<file path="config.mk">
export PLATFORM = sky130hd
export DESIGN_NAME = ifetch_queue
export DESIGN_NICKNAME = d
export VERILOG_FILES = /design/src/rtl/ifetch_queue.sv
export SDC_FILE = /design/constraint.sdc
export NUM_CORES = 1
export LEC_CHECK = 0
export ABC_AREA = 1
export CORE_ASPECT_RATIO = 0.9
export CORE_UTILIZATION = 44
export DETAILED_ROUTE_END_ITERATION = 10
export DONT_BUFFER_PORTS = 1
export GPL_TIMING_DRIVEN = 0
export SLEW_MARGIN = 0
export SYNTH_ARGS = -nofsm -noshare
export SYNTH_HDL_FRONTEND = slang
export SYNTH_SLANG_ARGS = --single-unit
</file>
<file path="constraint.sdc">
create_clock -name Clk -period 4.77 [get_ports Clk]
set_input_delay 0.2385 -clock Clk [delete_from_list [all_inputs] [get_ports Clk]]
set_output_delay 0.2385 -clock Clk [all_outputs]
set_load 0.05 [all_outputs]
</file>
<file path="src/rtl/ifetch_queue.sv">
// Instruction fetch front end: owns fetch PC, reads imem over req/ack, buffers {PC, Inst} in a FIFO for IF/ID.
// Latency: first request one cycle after reset; Ack on cycle t makes the word visible at the head on t+1.
// Backpressure: EN=0 holds the head; no request is issued unless the returned word is guaranteed a free slot.
module ifetch_queue #(
    parameter int          DEPTH    = 4,
    parameter logic [31:0] RESET_PC = 32'h0000_0000
) (
    input  logic        Clk,
    input  logic        Clr,
    output logic        IMem_Req,
    output logic [31:0] IMem_Addr,
    input  logic        IMem_Ack,
    input  logic [31:0] IMem_Data,
    input  logic        EN,
    input  logic        Redirect,
    input  logic [31:0] Redirect_Targ,
    output logic [31:0] IFout_PC,
    output logic [31:0] IFout_PC4,
    output logic [31:0] IFout_Inst,
    output logic        IFout_Valid
);

    localparam int PW = $clog2(DEPTH);
    localparam int CW = PW + 1;
    localparam logic [CW-1:0] FULL = CW'(DEPTH);

    typedef enum logic [1:0] {IDLE, WAIT, DROP} state_t;

    state_t        state_q, state_d;
    logic [31:0]   fpc_q, fpc_d, addr_q, addr_d, fpc_plus4;
    logic [31:0]   pc_mem   [DEPTH];
    logic [31:0]   inst_mem [DEPTH];
    logic [PW-1:0] rd_ptr, wr_ptr;
    logic [CW-1:0] count, count_next;
    logic          enq, deq;

    always_comb begin
        deq        = EN && (count != '0) && !Redirect;
        enq        = (state_q == WAIT) && IMem_Ack && !Redirect;
        count_next = count + CW'(enq) - CW'(deq);
        fpc_plus4  = fpc_q + 32'd4;
        state_d    = state_q;
        fpc_d      = fpc_q;
        addr_d     = addr_q;
        case (state_q)
            IDLE: begin
                if (Redirect) begin
                    fpc_d   = Redirect_Targ;
                    addr_d  = Redirect_Targ;
                    state_d = WAIT;
                end else if (count_next < FULL) begin
                    addr_d  = fpc_q;
                    state_d = WAIT;
                end
            end
            WAIT: begin
                if (Redirect) begin
                    fpc_d = Redirect_Targ;
                    // Without an Ack the old request is still in flight; its address must stay put.
                    if (IMem_Ack) addr_d  = Redirect_Targ;
                    else          state_d = DROP;
                end else if (IMem_Ack) begin
                    fpc_d = fpc_plus4;
                    if (count_next < FULL) addr_d  = fpc_plus4;
                    else                   state_d = IDLE;
                end
            end
            DROP: begin
                if (Redirect) fpc_d = Redirect_Targ;
                if (IMem_Ack) begin
                    addr_d  = Redirect ? Redirect_Targ : fpc_q;
                    state_d = WAIT;
                end
            end
            default: state_d = IDLE;
        endcase
    end

    always_ff @(posedge Clk) begin
        if (Clr) begin
            state_q <= IDLE;
            fpc_q   <= RESET_PC;
            addr_q  <= '0;
            rd_ptr  <= '0;
            wr_ptr  <= '0;
            count   <= '0;
        end else begin
            state_q <= state_d;
            fpc_q   <= fpc_d;
            addr_q  <= addr_d;
            if (Redirect) begin
                rd_ptr <= '0;
                wr_ptr <= '0;
                count  <= '0;
            end else begin
                if (enq) wr_ptr <= wr_ptr + PW'(1);
                if (deq) rd_ptr <= rd_ptr + PW'(1);
                count <= count_next;
            end
        end
    end

    // Storage needs no reset: the head is masked whenever count is zero.
    always_ff @(posedge Clk) begin
        if (!Clr && enq) begin
            pc_mem[wr_ptr]   <= addr_q;
            inst_mem[wr_ptr] <= IMem_Data;
        end
    end

    assign IMem_Req    = (state_q != IDLE);
    assign IMem_Addr   = addr_q;
    assign IFout_Valid = (count != '0);
    assign IFout_PC    = IFout_Valid ? pc_mem[rd_ptr] : 32'h0;
    assign IFout_PC4   = IFout_Valid ? pc_mem[rd_ptr] + 32'd4 : 32'h0;
    assign IFout_Inst  = IFout_Valid ? inst_mem[rd_ptr] : 32'h0;

endmodule

</file>
; ---- After elaboration in Yosys (flattened, before gate mapping)
; Memory sizes are Yosys's and may differ from the RTL's. A register that Yosys moved wholly into a read port is not among the register bits.
; Index checks and enable logic that the tools add are counted.
[op_classes]
add_sub_neg = 6
mul = 0
n_div = 0
order_cmp = 1
eq_ne = 9
n_shift = 0
mux = 29
bitwise_logic = 0
n_reduce_logical = 17
[ops]
columns = op, n
row1 = two-way mux 32 bit, 13
row2 = one-hot mux 32 bit (3 select lines), 1
row3 = "adder 32 x 3 -> 32 bit, second input constant", 2
row4 = one-hot mux 32 bit (2 select lines), 1
row5 = two-way mux 2 bit, 11
row6 = "!= test 3 bit, second input constant", 4
row7 = AND reduction 5 bit, 2
row8 = one-hot mux 2 bit (3 select lines), 1
row9 = nonzero test 3 bit, 2
row10 = logical AND 1 bit, 5
row11 = "adder 2 x 1 -> 2 bit, second input constant", 2
row12 = "!= test 2 bit, second input constant", 2
row13 = nonzero test 2 bit, 2
row14 = OR reduction 2 bit, 2
row15 = adder 3 x 1 -> 3 bit, 1
row16 = "< comparator 3 bit, second input constant", 1
row17 = "!= test 3 x 2 -> 1 bit, second input constant", 1
row18 = subtractor 3 x 1 -> 3 bit, 1
row19 = "== test 2 x 1 -> 1 bit, second input constant", 1
row20 = "== test 2 bit, second input constant", 1
row21 = zero test 1 bit, 2
row22 = zero test 2 bit, 1
row23 = two-way mux 1 bit, 2
row24 = AND reduction 2 bit, 1
[word_totals]
ff_bits = 73
latchBits = 0
ram_bits = 256
romBits = 0
out_inout_bits = 130
elab_cells = 70
n_memories = 2
[mem_list]
columns = name, depth, width, rd, rd_ports_with_merged_regs, write_ports, line_no
row1 = inst_mem, 4, 32, 1, 1, 1, 32  ; logic [31:0] inst_mem [DEPTH];
row2 = pc_mem, 4, 32, 1, 1, 1, 31  ; logic [31:0] pc_mem [DEPTH];

; ---- Logic depth before layout (Yosys ltp)
[logic_depth]
word_depth = 10
depth_mapped = 18
mapped_depth_nobuf = 17

; ---- Worst setup path before layout
; No wires, ideal clock.
[synth_path]
kind = register to register
startpoint = register state_q[0]
endpoint = memory inst_mem[0][0], enable pin
setup_time_ps = 486
t_arrival_ps = 3594
required_ps = 4284
slack_ps = 690
path_stages_with_launch = 8
n_path_buf = 1
synth_period_minus_slack_ps = 4080
path_cell_list = dfxtp_1 buf_2 inv_2 nor2_1 nand2_1 nor2_1 nand2_1 nor2_1
[synth_via]
elab_chain_cells = 6
[synth_lines]
columns = item, line_no
row1 = from (decl), 29  ; state_t state_q, state_d;
row2 = from (signal assigned), 88  ; state_q <= state_d;
row3 = == test 2 x 1 -> 1 bit, 39  ; enq = (state_q == WAIT) && IMem_Ack && !Redirect;
row4 = logical AND 1 bit (2 in series), 39
row5 = logical AND 1 bit, 105  ; if (!Clr && enq) begin
row6 = two-way mux 1 bit, 105
row7 = two-way mux 1 bit (not written as such), 107  ; inst_mem[wr_ptr] <= IMem_Data;
row8 = to (decl), 32
; No other way between the ends.

==> qor.yml <==
fin_skew_ns: 0.0175
final_cells: 2639
syn_nets: 2126
synth-main-ff-cell: "edfxtp_1"
dp_cells: 2539
grt_remaining_overflow: 0
clkTransAtPathRegs_ns: 0.06
numClockSinks: 331
numPortBuffers: 0
grt_pass1_vias: 13200
grt_pass1_wl_um: 78000
syn_inst: 2048
synth-edff-count: 256
postRouteAntennaNets: 0
arrival_ns: 3.85
cts_buffers: 37
critical_path_class: "flop to output pin"
vias: 14100
pin_count: 199
drv_cap: 0
p_leak_nw: 7.41
stdcell_area_sq_mm: 0.0189
violations: "DRC"
timing.slew.headroom_pct: 17.0
n_fill_cell: 3522
routed_via_density: 5.36
num_rows: 67
antenna_cells: 0
min_period_over_period_pct: 85.7
die_y_um: 186
critPathLaunchType: "flop"
cts_tree: "done"
worst_slew_pin_slew_ns: 1.24
yosysWarnings: 0
async_reset_ff_share_pct: 0
grtUsageTotal_pct: 27.3
hold_slack_ns: 0.0159
status: "finished, violations left"
period_minus_slack_ns: 4.09
crit_path_end_kind: "output pin"
yosysTopAreaCell: "edfxtp_1"
start_util_pct: 44.6
ys_top_cells_by_count: "nand2_1 (591), nor2_1 (364), edfxtp_1 (256)"
rsz0062_at_grt: "no"
route.detailed.drc: 17
syn_to_final_growth_pct: 14.2
slew_viol_final: 0
drive_above_1_share_pct: 6.22
yosysMostFrequentCell: "nand2_1"
hold_viol_final: 0
dr.pass1.iters: 8
core_region_area_sq_mm: 0.0371
cts.htree.levels: 2
dieArea_sq_mm: 0.0385
avgSynthCellArea_sq_um: 8.09
antenna_found_initial: 0
hp-class: "input port to flop"
place_area_sq_mm: 0.0174
root_buffer: "clkbuf_16"
worstPathMaxFanout: 10
synthDistinctLibCells: 33
grt_max_degree: 29
route.detailed.wl_per_inst_um: 20.1
ys_ff_latch: 331
synth.top_cell.area_share_pct: 46.4
power_density_mw_per_mm2: 374
setup_viol: 0
routed_wl_um: 53200
die_w_um: 207
clk-insertion-delay-late_ns: 0.54
gp_congestion: 0.937
timing.fmax_mhz: 245
layout.nets: 2207
dpl.hpwl_um: 39300
synth_seq_area_share_pct: 55.4
netlist_area_sq_mm: 0.0166
cp.required_ns: 4.53
drtIter0Drc: 1442
postCtsSetupBuffers: 0
vdd_drop_max_mv: 0.285
synthTopCellsByArea: "edfxtp_1 (46%), nand2_1 (13%), dfxtp_1 (9.1%)"
cts_buffer_depth: 3
p_total_mw: 7.09
[where the power goes]
group          switching (mW)  internal, mW
clock                    1.16          1.68
combinational           0.540         0.196
sequential              0.279          3.23
total                    1.98          5.11
[metrics by stage]
| step | worst slack [ns] | TNS, ns | util [%] |
|---|---|---|---|
| after floorplan | 0.690 | 0 | - |
| after global placement | -1.72 | -418.57 | 46.3 |
| after detailed placement | 0.725 | 0 | 46.8 |
| after CTS | 0.662 | 0 | 51.0 |
| after global routing | 0.452 | 0 | 51.0 |
| final | 0.681 | 0 | 51.0 |
[cell families after synthesis]
family,count (synthesis),synth area share (%)
DFF,331,55.4
buffers and inverters,261,6.57
and+or+nand+nor,1133,27.3
AOI/OAI and AO/OA,306,9.50
xor gates and xnor gates,8,0.423
adders and majority gates,9,0.725
[critical path: stages (launching register included)]
cell      delay (ns)
dfxtp_1         0.29
buf_2           0.15
inv_2           0.11
buf_2           0.27
o211ai_1        0.14
nand2_1         0.18
ha_1            0.25
inv_1           0.11
nor2_1          0.20
nand2_1         0.15
nor2_2          0.33
nand2_2         0.14
a21oi_1         0.98
[layout by cell type, fill, tap and decap left out, types with 7 or more instances in the layout]
master / netlist / final
nand2_1: 591 / 591
nor2_1: 364 / 360
edfxtp_1: 256 / 256
inv_1: 153 / 153
a21oi_1: 145 / 145
o21ai_0: 142 / 142
nand3_1: 131 / 131
dfxtp_1: 75 / 75
clkbuf_1: 46 / 53
clkbuf_16: 0 / 37
dlygate4sd3_1: 0 / 34
buf_2: 28 / 28
buf_1: 16 / 16
nand4_1: 16 / 16
nor2_2: 12 / 12
o211ai_1: 9 / 9
nor3_1: 9 / 9
buf_4: 8 / 8
ha_1: 8 / 8
nand2_2: 7 / 7
xor2_1: 7 / 7
[registers in the layout, summed over array words and instances, names as in the netlist, named ones only]
| register | count |
|---|---|
| count | 3 |
| rd_ptr | 2 |
| pc_mem | 128 |
| fpc_q | 32 |
| inst_mem | 128 |
| IMem_Addr | 32 |
| wr_ptr | 2 |
| state_q | 2 |
[worst paths after layout]
kind                     start            end  slack, ns  cells past startpoint
max                       flop  IFout_PC4[14]       0.68                     12
min          Redirect_Targ[23]      fpc_q[23]       0.02                      4
max reg2reg           count[0]   IMem_Addr[0]       0.71                     15
min reg2reg           fpc_q[1]       fpc_q[1]       0.45                      2
[metal layers]
metal | wire length [um] | vias up | track usage [%]
li1 | - | 6892 | -
met1 | 22200 | 6586 | 35.5
met2 | 24500 | 562 | 45.2
met3 | 4690 | 105 | 5.30
met4 | 1770 | 0 | 9.76
met5 | 0 | - | 0
[layout make-up]
| cell class | count | area [sq um] | share of cell area, % |
|---|---|---|---|
| buffer | 104 | 500 | 2.64 |
| clock buffer | 46 | 980 | 5.18 |
| clock inverter | 20 | 225 | 1.19 |
| inverter | 157 | 589 | 3.11 |
| multi-input combinational | 1456 | 6330 | 33.4 |
| sequential | 331 | 9190 | 48.5 |
| tap | 483 | 604 | 3.19 |
| timing repair buffer | 42 | 515 | 2.72 |
[repair_timing]
item | CTS | global route
endpoints found under the hold margin | 131 | 0
resized for setup | 0 | 0
hold buffers | 34 | 0
Note: power is estimated with default switching activity, not from simulation.
